$ cat config.mk
export PLATFORM = sky130hd
export DESIGN_NAME = comp_seq
export DESIGN_NICKNAME = d
export VERILOG_FILES = /design/src/rtl/comp_pkg.sv /design/src/rtl/comp_chunk.sv /design/src/rtl/comp_seq.sv
export SDC_FILE = /design/constraint.sdc
export NUM_CORES = 1
export LEC_CHECK = 0
export CAP_MARGIN = 5
export CORE_MARGIN = 2
export CORE_UTILIZATION = 40
export CTS_BUF_LIST = sky130_fd_sc_hd__clkbuf_2 sky130_fd_sc_hd__clkbuf_4 sky130_fd_sc_hd__clkbuf_8
export CTS_CLUSTER_SIZE = 24
export DETAILED_ROUTE_END_ITERATION = 6
export DONT_BUFFER_PORTS = 1
export PLACE_DENSITY = 0.59
export SYNTH_ARGS = -nofsm -noshare
export SYNTH_HDL_FRONTEND = slang
export SYNTH_HIERARCHICAL = 1
export SYNTH_SLANG_ARGS = --single-unit
$ cat constraint.sdc
create_clock -name clk -period 3.4 [get_ports clk]
set_clock_uncertainty 0.05 [all_clocks]
set_input_delay 1.02 -clock clk [delete_from_list [all_inputs] [get_ports clk]]
set_output_delay 1.02 -clock clk [all_outputs]
set_load 0.02 [all_outputs]
$ cat src/rtl/comp_pkg.sv
// Shared definitions for the sequential chunked comparator: op and state
// encodings, chunk-count derivation and the signed-op classifier.
package comp_pkg;

    typedef enum logic [2:0] {
        OP_EQ  = 3'b000,
        OP_NE  = 3'b001,
        OP_LT  = 3'b010,
        OP_GE  = 3'b011,
        OP_LTU = 3'b100,
        OP_GEU = 3'b101,
        OP_MAX = 3'b110,
        OP_MIN = 3'b111
    } op_e;

    typedef enum logic [1:0] {
        ST_IDLE = 2'b00,
        ST_SCAN = 2'b01,
        ST_DONE = 2'b10
    } state_e;

    // Number of CHUNK-wide slices in a WIDTH-wide operand.
    function automatic int nchunk(input int width, input int chunk);
        return (chunk > 0) ? (width / chunk) : 1;
    endfunction

    // Width of the slice index register (at least one bit).
    function automatic int idx_bits(input int n);
        return (n > 1) ? $clog2(n) : 1;
    endfunction

    // Ops that treat the operands as two's-complement numbers.
    function automatic logic is_signed_op(input op_e op);
        logic sgn;
        case (op)
            OP_LT, OP_GE, OP_MAX, OP_MIN: sgn = 1'b1;
            default:                      sgn = 1'b0;
        endcase
        return sgn;
    endfunction

endpackage

$ cat src/rtl/comp_chunk.sv
// Combinational magnitude compare of one unsigned slice.
module comp_chunk #(
    parameter int CHUNK = 16
) (
    input  logic [CHUNK-1:0] a,
    input  logic [CHUNK-1:0] b,
    output logic             lt,
    output logic             gt
);

    assign lt = (a < b);
    assign gt = (a > b);

endmodule

$ cat src/rtl/comp_seq.sv
// Sequential comparator: scans CHUNK-wide slices MSB-first, exits early on
// the first differing slice, and holds the result until it is consumed.
module comp_seq
    import comp_pkg::*;
#(
    parameter int WIDTH = 64,
    parameter int CHUNK = 16
) (
    input  logic             clk,
    input  logic             rst,
    input  logic             in_valid,
    output logic             in_ready,
    input  logic [WIDTH-1:0] A,
    input  logic [WIDTH-1:0] B,
    input  logic [2:0]       op,
    output logic             out_valid,
    input  logic             out_ready,
    output logic [WIDTH-1:0] outp,
    output logic             lt,
    output logic             eq,
    output logic             gt
);

    localparam int NCHUNK = nchunk(WIDTH, CHUNK);
    localparam int IDXW   = idx_bits(NCHUNK);
    localparam logic [IDXW-1:0]  TOP_IDX   = IDXW'(NCHUNK - 1);
    localparam logic [WIDTH-1:0] SIGN_MASK = {1'b1, {(WIDTH-1){1'b0}}};

    if ((CHUNK < 1) || (CHUNK > WIDTH) || ((WIDTH % CHUNK) != 0)) begin : g_bad_params
        $error("comp_seq: CHUNK must divide WIDTH and not exceed it");
    end

    // Registered state
    state_e           state_r;
    logic [IDXW-1:0]  idx_r;
    logic [WIDTH-1:0] a_r;
    logic [WIDTH-1:0] b_r;
    op_e              op_r;
    logic             in_ready_r;
    logic             out_valid_r;
    logic [WIDTH-1:0] outp_r;
    logic             lt_r;
    logic             eq_r;
    logic             gt_r;

    // Next-state values
    state_e           state_nxt_s;
    logic [IDXW-1:0]  idx_nxt_s;
    logic [WIDTH-1:0] a_nxt_s;
    logic [WIDTH-1:0] b_nxt_s;
    op_e              op_nxt_s;
    logic             in_ready_nxt_s;
    logic             out_valid_nxt_s;
    logic [WIDTH-1:0] outp_nxt_s;
    logic             lt_nxt_s;
    logic             eq_nxt_s;
    logic             gt_nxt_s;

    // Slice datapath
    logic [WIDTH-1:0]             a_cmp_s;
    logic [WIDTH-1:0]             b_cmp_s;
    logic [NCHUNK-1:0][CHUNK-1:0] a_arr_s;
    logic [NCHUNK-1:0][CHUNK-1:0] b_arr_s;
    logic [CHUNK-1:0]             a_sl_s;
    logic [CHUNK-1:0]             b_sl_s;
    logic                         sl_lt_s;
    logic                         sl_gt_s;

    // Final result word for an op given the overall relation of A to B.
    function automatic logic [WIDTH-1:0] result_of(input op_e o, input logic rlt,
                                                   input logic rgt,
                                                   input logic [WIDTH-1:0] a,
                                                   input logic [WIDTH-1:0] b);
        logic [WIDTH-1:0] r;
        r = '0;
        case (o)
            OP_EQ:         r[0] = ~rlt & ~rgt;
            OP_NE:         r[0] = rlt | rgt;
            OP_LT, OP_LTU: r[0] = rlt;
            OP_GE, OP_GEU: r[0] = ~rlt;
            OP_MAX:        r = rgt ? a : (rlt ? b : a);
            OP_MIN:        r = rlt ? a : (rgt ? b : a);
            default:       r = '0;
        endcase
        return r;
    endfunction

    // Flip the sign bits for signed ops so an unsigned slice compare orders them.
    always_comb begin
        a_cmp_s = a_r;
        b_cmp_s = b_r;
        if (is_signed_op(op_r)) begin
            a_cmp_s = a_r ^ SIGN_MASK;
            b_cmp_s = b_r ^ SIGN_MASK;
        end else begin
            a_cmp_s = a_r;
            b_cmp_s = b_r;
        end
    end

    assign a_arr_s = a_cmp_s;
    assign b_arr_s = b_cmp_s;
    assign a_sl_s  = a_arr_s[idx_r];
    assign b_sl_s  = b_arr_s[idx_r];

    comp_chunk #(.CHUNK(CHUNK)) u_chunk (
        .a  (a_sl_s),
        .b  (b_sl_s),
        .lt (sl_lt_s),
        .gt (sl_gt_s)
    );

    // Next-state and next-output logic of the IDLE/SCAN/DONE controller.
    always_comb begin
        state_nxt_s     = state_r;
        idx_nxt_s       = idx_r;
        a_nxt_s         = a_r;
        b_nxt_s         = b_r;
        op_nxt_s        = op_r;
        in_ready_nxt_s  = in_ready_r;
        out_valid_nxt_s = out_valid_r;
        outp_nxt_s      = outp_r;
        lt_nxt_s        = lt_r;
        eq_nxt_s        = eq_r;
        gt_nxt_s        = gt_r;
        case (state_r)
            ST_IDLE: begin
                if (in_valid) begin
                    a_nxt_s        = A;
                    b_nxt_s        = B;
                    op_nxt_s       = op_e'(op);
                    idx_nxt_s      = TOP_IDX;
                    lt_nxt_s       = 1'b0;
                    eq_nxt_s       = 1'b0;
                    gt_nxt_s       = 1'b0;
                    in_ready_nxt_s = 1'b0;
                    state_nxt_s    = ST_SCAN;
                end else begin
                    in_ready_nxt_s = 1'b1;
                end
            end
            ST_SCAN: begin
                if (sl_lt_s || sl_gt_s) begin
                    lt_nxt_s        = sl_lt_s;
                    gt_nxt_s        = sl_gt_s;
                    eq_nxt_s        = 1'b0;
                    outp_nxt_s      = result_of(op_r, sl_lt_s, sl_gt_s, a_r, b_r);
                    out_valid_nxt_s = 1'b1;
                    state_nxt_s     = ST_DONE;
                end else if (idx_r == IDXW'(0)) begin
                    lt_nxt_s        = 1'b0;
                    gt_nxt_s        = 1'b0;
                    eq_nxt_s        = 1'b1;
                    outp_nxt_s      = result_of(op_r, 1'b0, 1'b0, a_r, b_r);
                    out_valid_nxt_s = 1'b1;
                    state_nxt_s     = ST_DONE;
                end else begin
                    idx_nxt_s = idx_r - IDXW'(1);
                end
            end
            ST_DONE: begin
                if (out_ready) begin
                    out_valid_nxt_s = 1'b0;
                    in_ready_nxt_s  = 1'b1;
                    state_nxt_s     = ST_IDLE;
                end else begin
                    state_nxt_s = ST_DONE;
                end
            end
            default: begin
                out_valid_nxt_s = 1'b0;
                in_ready_nxt_s  = 1'b1;
                idx_nxt_s       = TOP_IDX;
                state_nxt_s     = ST_IDLE;
            end
        endcase
    end

    // State, captured operands and registered outputs; reset drops any request.
    always_ff @(posedge clk) begin
        if (rst) begin
            state_r     <= ST_IDLE;
            idx_r       <= TOP_IDX;
            a_r         <= '0;
            b_r         <= '0;
            op_r        <= OP_EQ;
            in_ready_r  <= 1'b1;
            out_valid_r <= 1'b0;
            outp_r      <= '0;
            lt_r        <= 1'b0;
            eq_r        <= 1'b0;
            gt_r        <= 1'b0;
        end else begin
            state_r     <= state_nxt_s;
            idx_r       <= idx_nxt_s;
            a_r         <= a_nxt_s;
            b_r         <= b_nxt_s;
            op_r        <= op_nxt_s;
            in_ready_r  <= in_ready_nxt_s;
            out_valid_r <= out_valid_nxt_s;
            outp_r      <= outp_nxt_s;
            lt_r        <= lt_nxt_s;
            eq_r        <= eq_nxt_s;
            gt_r        <= gt_nxt_s;
        end
    end

    assign in_ready  = in_ready_r;
    assign out_valid = out_valid_r;
    assign outp      = outp_r;
    assign lt        = lt_r;
    assign eq        = eq_r;
    assign gt        = gt_r;

endmodule

==> impl_metrics.toml, run 1 <==
[outcome]
outcome = "finished, violations left"
violations = "negative setup slack"

[layout]
seqCellArea_mm2 = 0.00409
utilization_pct = 50.9
mostFrequentLayoutCell = "nand2_1"
final_cell_mix = "272 x nand2_1, 203 x dfxtp_1, 145 x a21oi_1, 56 x buf_4, 53 x mux2i_1"
fillers = 2053
final_area_mm2 = 0.0115
drive_gt1_share_pct = 28.8
nets = 1163
multi_input_area_mm2 = 0.00505
area_growth_pct = 25.2
num_antenna_cells = 0
finalNonFillerCells = 1324

[floorplan]
pin_count = 204
die_x_um = 155
design.die.area_mm2 = 0.0242
coreArea_mm2 = 0.0226
die_y_um = 155
start_util_pct = 40.6
num_rows = 55

[worst_setup_path]
worstSetupPathType = "reg2reg"
crit_top_cell = "buf_12"
cp.required_ns = 3.74
worstSetupEndpointType = "register"
cp_data_arrival_time_ns = 4.01
cp_slowest_stage_delay_ns = 0.49
path_cells = "buf_12, buf_16, buf_4, mux4_2, inv_2, ha_4, nand4_4, buf_4, nor2_2, a22o_1, o31a_1, nand2b_4, o21ai_4, buf_12, buf_12, mux2i_2, o2bb2ai_4"
start_kind = "register"
crit_fanout = 11
crit_slowest_cell = "mux4_2"

[clocking]
numClockSinks = 204
clockBufferDepth = 3
htree_levels = 2
cts-root-buf = "clkbuf_8"
hold_buffers = 0
clk_pin_slew_worst_paths_ns = 0.06
insertion_delay_ns = 0.54
cts_inserted_buffers = 36
cts_tree = "yes"

[placed_design]
portBuffers = 0
dp.cells = 1231
dpl_worst_slack_ns = -0.216
placed_area_mm2 = 0.00988
gp_congestion = 0.868
place_hpwl_um = 20800

[grt]
grt_max_degree = 145
grt_pass1_vias = 6976
grt_first_pass_wirelength_um = 42800
antenna_found_initial = 1
grt_overflow_total = 0
grt_use_total_pct = 23.5

[flow_run]
cap_violations = 0

[routing]
drt_first_pass_iters = 5
drc = 0
drt-total-wl_um = 29700
drtIter0Drc = 576
ant_nets = 0
dr_total_vias = 7273
wl_per_cell_um = 22.4
viasPerCell = 5.49

[pwr]
p_leak_uw = 0.00429
peakVddDrop_v = 0.000347
power_uw = 8400
power_density_mw_per_mm2 = 732

[synthesis]
synth_fp_nets = 1109
ys_ff_latch = 204
synth_area_leaders = "dfxtp_1 45%, nand2_1 11%, o2bb2ai_2 8.3%"
synth_top_area_share_pct = 44.5
netlist_area_mm2 = 0.00918
syn_inst = 957
ys_seq_area_share_pct = 44.5
yosys_warnings = 6
synth_edf_count = 0
synth.distinct_cells = 41
synth_area_leader_cell = "dfxtp_1"
ys.flop_type = "dfxtp_1"
synthArstFlopShare_pct = 0
avgSynthCellArea_um2 = 9.59

[sta]
worstMarginPinSlew_ns = 0.463
finalSetupViolCount = 65
fin_crit_sh_pct = 108
maxSlewViolCount = 0
fmax_ghz = 0.273
hold_viol_final = 0
slew_headroom_pct = 68.8
fin_crit_ns = 3.66
rsz0062_at_grt = "true"
setup_ws_ns = -0.263

[worst_hold_path]
hp-class = "reg2reg"
==> power by group <==
part	total [µW]	internal (µW)	switching [µW]	leakage, µW
Combinational	3230	1640	1580	0.00222
Clock	2350	1310	1040	0.000405
Sequential	2820	2580	237	0.00166
==> area by class of cell <==
| class | instances | area share [%] |
|---|---|---|
| Clock buffer | 55 | 6.05 |
| Clock inverter | 11 | 0.523 |
| Inverter | 22 | 0.719 |
| Multi-Input combinational cell | 654 | 44.0 |
| Sequential cell | 204 | 35.6 |
| Tap cell | 285 | 3.10 |
| Timing Repair Buffer | 93 | 10.0 |
==> per-stage QoR <==
step | TNS (ns) | hold slack (ns)
CTS | -7.76 | 0.415
detailed placement | -10.32 | 0.408
floorplan | 0 | 0.395
finish | -14.15 | 0.420
global route | -21.44 | 0.449
global placement | -7.24 | 0.402
==> worst paths after layout <==
path / start / cells after the start / slack (ns) / end
hold reg to reg: a_r[33]$_SDFFE_PP0P_ / 2 / 0.42 / a_r[33]$_SDFFE_PP0P_
setup reg to reg: idx_r[0]$_SDFFE_PP1P_ / 17 / -0.26 / outp[12]$_SDFFE_PP0P_
setup / recovery: idx_r[0]$_SDFFE_PP1P_ / 17 / -0.26 / outp[12]$_SDFFE_PP0P_
hold / removal: a_r[33]$_SDFFE_PP0P_ / 2 / 0.42 / a_r[33]$_SDFFE_PP0P_
==> layer usage <==
| metal | part of all wire, % | vias to the layer above | global-route usage (%) | wire (µm) |
|---|---|---|---|---|
| met2 | 45 | 260 | 35.9 | 13400 |
| met5 | 0 | - | 0 | 0 |
| met1 | 43 | 3483 | 31.6 | 12900 |
| met3 | 8.3 | 61 | 7.05 | 2470 |
| li1 | - | 3469 | - | - |
| met4 | 3.2 | 0 | 8.69 | 948 |
==> sequential cells by signal (all words and copies together) (netlist names) <==
register / count
out_valid: 1
idx_r: 2
eq: 1
gt: 1
lt: 1
state_r: 2
in_ready: 1
a_r: 64
b_r: 64
outp: 64
op_r: 3
==> timing repair <==
action / 4_1_cts / 5_1_grt
endpoints found under the setup margin: 64 / 68
gates cloned: 4 / 4
pin swaps: 8 / 33
resized for setup: 21 / 55
buffers inserted: 11 / 9
==> synthesized netlist by cell type, types with 8 or more instances <==
| cell type | count |
|---|---|
| nand2_1 | 273 |
| dfxtp_1 | 204 |
| a21oi_1 | 146 |
| mux2i_1 | 65 |
| o2bb2ai_2 | 51 |
| clkbuf_1 | 34 |
| mux4_2 | 32 |
| buf_2 | 30 |
| inv_1 | 22 |
| ha_1 | 17 |
| o2bb2ai_1 | 13 |
| o21ai_0 | 9 |
| nor2_1 | 8 |
==> logic make-up (layout without fill, tap and decap cells) <==
| kind of cell | count (synthesis) | in the layout | share of synthesized area [%] |
|---|---|---|---|
| fa+ha+maj | 17 | 17 | 2.32 |
| xor+xnor | 3 | 3 | 0.286 |
| buf+inv | 99 | 181 | 5.28 |
| simple gates | 305 | 305 | 13.5 |
| compound gates | 232 | 232 | 19.1 |
| flops | 204 | 204 | 44.5 |
| mux | 97 | 97 | 14.9 |
==> worst max-delay path: cells and delay by family (launching register included) <==
kind | cells | cell delay [ns]
muxes | 2 | 0.77
AOI/OAI and AO/OA | 4 | 0.85
buffers and inverters | 7 | 0.89
and+or+nand+nor | 3 | 0.34
adders and majority gates | 1 | 0.21
DFF | 1 | 0.38
No activity file was read; power rests on OpenSTA's default activity.
==> run 2, diff against run 1 <==
- CORE_ASPECT_RATIO: unset -> 0.75
==> run 2 against run 1 <==
The run still ends with negative setup slack left. Sequential power about the same. Global-route usage grew 1.1 points. Worst setup slack improved by 0.10 ns. Largest cell class unchanged. Register-to-register slack better by 0.10 ns. Combinational power hardly changed. Core utilization decreased by 0.52 points. First-iteration DRC count fell by 0.52%. Clock power rose by 12%.
==> impl_metrics.toml, run 2 (synthesized netlist as in run 1, its figures left out) <==
[outcome]
outcome = "finished, violations left"
violations = "negative setup slack"

[floorplan]
die_x_um = 179
start_util_pct = 41.2
design.die.area_mm2 = 0.0242
num_rows = 47
pin_count = 204
die_y_um = 135
coreArea_mm2 = 0.0223

[layout]
finalNonFillerCells = 1318
drive_gt1_share_pct = 27.0
area_growth_pct = 22.3
seqCellArea_mm2 = 0.00409
multi_input_area_mm2 = 0.00490
fillers = 2034
mostFrequentLayoutCell = "nand2_1"
num_antenna_cells = 0
nets = 1152
final_cell_mix = "270 x nand2_1, 203 x dfxtp_1, 142 x a21oi_1, 59 x buf_4"

[grt]
grt_use_total_pct = 24.6
antenna_found_initial = 0
grt_overflow_total = 0
grt_pass1_vias = 6994
grt_max_degree = 145
grt_first_pass_wirelength_um = 43500

[worst_setup_path]
reg2reg_from = "idx_r[0]$_SDFFE_PP1P_"
worstSetupEndpointType = "register"
path_cells = "buf_6, mux4_2, ha_4, nand4_4, nor4_4, buf_4, nand2_1, o31a_1, nand2b_4, o21ai_4, buf_12, buf_12, buf_16, mux2i_2, o2bb2ai_2"
regToRegEndpoint = "outp[18]$_SDFFE_PP0P_"
cp_data_arrival_time_ns = 3.92
worstSetupPathType = "reg2reg"
crit_slowest_cell = "mux4_2"
r2r_cells = 15
start_kind = "register"
cp.required_ns = 3.75
cp_top_family = "multiplexers"
crit_top_cell = "buf_12"
r2r_setup_slack_ns = -0.16
crit_fanout = 8
path_buf_inv = 5
cp_slowest_stage_delay_ns = 0.54

[sta]
fin_crit_sh_pct = 105
fmax_ghz = 0.281
hold_viol_final = 0
worstMarginPinSlew_ns = 0.581
maxSlewViolCount = 0
rsz0062_at_grt = "true"
slew_headroom_pct = 61.3
fin_crit_ns = 3.56
finalSetupViolCount = 62
setup_ws_ns = -0.163

[pwr]
peakVddDrop_v = 0.000397
p_leak_uw = 0.00418
power_density_mw_per_mm2 = 777
power_uw = 8720

[placed_design]
dp.cells = 1240
portBuffers = 0
place_hpwl_um = 21700
gp_congestion = 0.830

[clocking]
cts_tree = "yes"
numClockSinks = 204
hold_buffers = 0
insertion_delay_ns = 0.53
htree_levels = 2
clk_pin_slew_worst_paths_ns = 0.06
cts_inserted_buffers = 34
clockBufferDepth = 3
cts-root-buf = "clkbuf_8"

[routing]
drt_first_pass_iters = 5
drt-total-wl_um = 29900
ant_nets = 0
dr_total_vias = 7209
drc = 0
wl_per_cell_um = 22.7
viasPerCell = 5.47
drtIter0Drc = 573

[flow_run]
cap_violations = 0

[worst_hold_path]
hold_depth = 2
hold_end = "b_r[61]$_SDFFE_PP0P_"
min-delay-start = "b_r[61]$_SDFFE_PP0P_"
hp-class = "reg2reg"
[run 2: repair_timing]
item / 4_1_cts / 5_1_grt
resized for setup: 44 / 8
setup endpoints to repair: 63 / 65
gates cloned: 3 / 0
setup buffers: 14 / 1
hold endpoints to repair: 0 / 0
pin swaps: 12 / 3
[run 2: area by class of cell]
| type | instances | share of cell area (%) |
|---|---|---|
| Multi-Input combinational cell | 654 | 43.7 |
| Sequential cell | 204 | 36.4 |
| Timing Repair Buffer | 84 | 8.44 |
| Clock buffer | 51 | 6.14 |
| Tap cell | 294 | 3.28 |
| Clock inverter | 9 | 1.29 |
| Inverter | 22 | 0.736 |
[run 2: tightest hold or removal path, cell delays in order (launching register included)]
cell,delay [ns]
dfxtp_1,0.32
nand2_1,0.06
a21oi_1,0.05
[run 2: worst max-delay path by stage]
stage,from,to,slack (ns),depth (start not counted)
6_report,idx_r[0]$_SDFFE_PP1P_,outp[18]$_SDFFE_PP0P_,-0.16,15
5_1_grt,idx_r[0]$_SDFFE_PP1P_,outp[18]$_SDFFE_PP0P_,-0.28,18
4_1_cts,idx_r[0]$_SDFFE_PP1P_,outp[18]$_SDFFE_PP0P_,-0.09,16
3_5_place_dp,idx_r[0]$_SDFFE_PP1P_,outp[57]$_SDFFE_PP0P_,-0.21,13
3_3_place_gp,idx_r[0]$_SDFFE_PP1P_,outp[57]$_SDFFE_PP0P_,-0.19,13
2_1_floorplan,idx_r[0]$_SDFFE_PP1P_,outp[10]$_SDFFE_PP0P_,0.02,15
[run 2: layer usage]
metal  track usage, %  vias to the layer above  part of all wire, %
met5                0                        -                    0
met4             6.55                        0                  1.7
met3             10.1                       35                   12
met2             33.4                      317                   40
met1             35.6                     3419                   46
li1                 -                     3438                    -
[run 2: where the power goes]
group          switching, µW  total, µW  internal [µW]
Clock                   1030       2630           1600
Sequential               258       2840           2580
Combinational           1570       3250           1680
[run 2: through the flow]
| stage | setup TNS, ns | setup slack, ns | hold WS (ns) | utilization [%] | instance area [µm²] |
|---|---|---|---|---|---|
| after global routing | -15.17 | -0.283 | 0.448 | 50.4 | 11200 |
| after floorplan | 0 | 0.0192 | 0.395 | - | 9220 |
| after detailed placement | -7.54 | -0.208 | 0.413 | 44.3 | 9880 |
| after CTS | -3.56 | -0.0925 | 0.427 | 50.1 | 11200 |
| final | -7.44 | -0.163 | 0.431 | 50.4 | 11200 |
| after global placement | -5.65 | -0.194 | 0.403 | 44.3 | 9880 |
==> run 3, diff against run 2 <==
- PLACE_DENSITY: 0.59 -> 0.57
- clock period: 3.4 -> 4.3 ns (I/O delays scaled with it)
==> run 3 against run 2 <==
Largest cell class unchanged. Count of clock-buffer cells in the layout unchanged. Non-clock buffer count down 71. Worst hold slack worse by 0.0052 ns. Largest power group is now sequential cells. Sequential share of layout area up 4.2 points. Combinational power down 47%. Sequential cell count unchanged. Register-to-register slack better by 0.42 ns. Die area unchanged. The run now ends clean. Sequential power down 21%. Wire length down 6.1%. Fmax down 12%.
==> impl_metrics.toml, run 3 (synthesized netlist as in run 1, its figures left out) <==
[sta]
finalSetupViolCount = 0
hold_viol_final = 0
setup_tns_ns = 0
rsz0062_at_grt = "false"
fin_crit_sh_pct = 94.1
fin_crit_ns = 4.05
slew_headroom_pct = 25.2
worstMarginPinSlew_ns = 1.12
maxSlewViolCount = 0
fmax_ghz = 0.247

[worst_setup_path]
crit_slowest_cell = "or3_2"
cp_top_family = "simple AND/OR/NAND/NOR gates"
start_kind = "register"
crit_fanout = 31
cp_data_arrival_time_ns = 4.42
path_buf_inv = 0
path_cells = "xor2_1, mux4_2, ha_1, nand4_2, nor4_2, a22o_1, o31a_1, nor3_2, nand2b_4, or3_2, o2bb2ai_2"
cp_slowest_stage_delay_ns = 0.96
worstSetupEndpointType = "register"
worstSetupPathType = "reg2reg"
cp.required_ns = 4.67
r2r_setup_slack_ns = 0.25

[layout]
nets = 1082
utilization_pct = 45.1
mostFrequentLayoutCell = "nand2_1"
fillers = 2203
num_antenna_cells = 0
final_area_mm2 = 0.0101
drive_gt1_share_pct = 17.2
area_growth_pct = 9.64
final_cell_mix = "273 x nand2_1, 203 x dfxtp_1, 146 x a21oi_1, 65 x mux2i_1, 51 x o2bb2ai_2"

[clocking]
cts-root-buf = "clkbuf_8"
htree_levels = 2
clk_pin_slew_worst_paths_ns = 0.06
cts_inserted_buffers = 34
hold_buffers = 0
clockBufferDepth = 3
numClockSinks = 204
cts_tree = "yes"
insertion_delay_ns = 0.51
cts_resized = 0
post_cts_buffers = 0

[grt]
grt_use_total_pct = 22.5
antenna_found_initial = 0
grt_max_degree = 145
grt_first_pass_wirelength_um = 40100
grt_overflow_total = 0
grt_pass1_vias = 6200

[pwr]
p_int_uw = 3820
pwr-share-seq_pct = 38.8
peakVddDrop_v = 0.000409
switchingPower_uw = 1970
p_comb_share_pct = 29.8
power_density_mw_per_mm2 = 575
p_clk_share_pct = 31.4
p_leak_uw = 0.00366
power_uw = 5790
swShare_pct = 34.0

[floorplan]
num_rows = 47
pin_count = 204
die_x_um = 179
start_util_pct = 41.2
coreArea_mm2 = 0.0223
design.die.area_mm2 = 0.0242
die_y_um = 135

[routing]
drt_first_pass_iters = 5
drt-total-wl_um = 28100
ant_nets = 0
viasPerCell = 5.50
dr_total_vias = 6835
drc = 0
drtIter0Drc = 566
wl_per_cell_um = 22.6

[outcome]
outcome = "completed"

[flow_run]
cap_violations = 0

[placed_design]
placed_area_mm2 = 0.00935
portBuffers = 0
gp_congestion = 0.859
place_hpwl_um = 20000

[worst_hold_path]
hp-class = "reg2reg"
[run 3: changes by cell type in the layout (fill, tap and decap cells not counted), sizes merged]
cell	before	now
clkinv	5	1
buf	84	13
or3	1	2
bufinv	4	2
[run 3: per-stage QoR]
stage | std cells | setup WS (ns) | hold WS, ns
2_1_floorplan | 957 | 0.669 | 0.395
3_3_place_gp | 1187 | 0.295 | 0.408
3_5_place_dp | 1187 | 0.191 | 0.410
4_1_cts | 1241 | 0.184 | 0.421
5_1_grt | 1242 | 0.0188 | 0.444
6_report | 1242 | 0.253 | 0.425
[run 3: worst register-to-register path, stage by stage, from the launching register on]
cell       delay, ns
dfxtp_1         0.52
xor2_1          0.13
mux4_2          0.49
ha_1            0.34
nand4_2         0.16
nor4_2          0.35
a22o_1          0.20
o31a_1          0.18
nor3_2          0.08
nand2b_4        0.20
or3_2           0.96
o2bb2ai_2       0.30
[run 3: layout make-up]
cell class / count / area, µm² / area share [%]
Clock buffer: 51 / 633 / 6.29
Clock inverter: 3 / 65.1 / 0.647
Inverter: 22 / 82.6 / 0.821
Multi-Input combinational cell: 655 / 4650 / 46.3
Sequential cell: 204 / 4090 / 40.6
Tap cell: 294 / 368 / 3.66
Timing Repair Buffer: 13 / 173 / 1.72
[run 3: layer usage]
layer  vias to the layer above  track usage (%)  routed length (µm)
met5                         -                0                   0
met4                         0             3.97                 274
met3                        27             7.97                3110
met2                       270             30.1               11100
met1                      3245             34.7               13600
li1                       3293                -                   -
[run 3: worst paths after layout]
check / endpoint / start / cells after the start
hold / removal: b_r[4]$_SDFFE_PP0P_ / b_r[4]$_SDFFE_PP0P_ / 2
setup reg to reg: outp[27]$_SDFFE_PP0P_ / op_r[1]$_SDFFE_PP0P_ / 11
hold reg to reg: b_r[4]$_SDFFE_PP0P_ / b_r[4]$_SDFFE_PP0P_ / 2
setup / recovery: outp[27]$_SDFFE_PP0P_ / op_r[1]$_SDFFE_PP0P_ / 11
[run 3: power by group through the flow]
stage,Combinational [µW],Sequential (µW),Clock (µW)
6_report,1720,2250,1810
5_1_grt,1870,2260,1930
4_1_cts,1720,2240,1850
3_5_place_dp,1720,2290,0
3_3_place_gp,1710,2280,0
2_1_floorplan,1430,2170,0
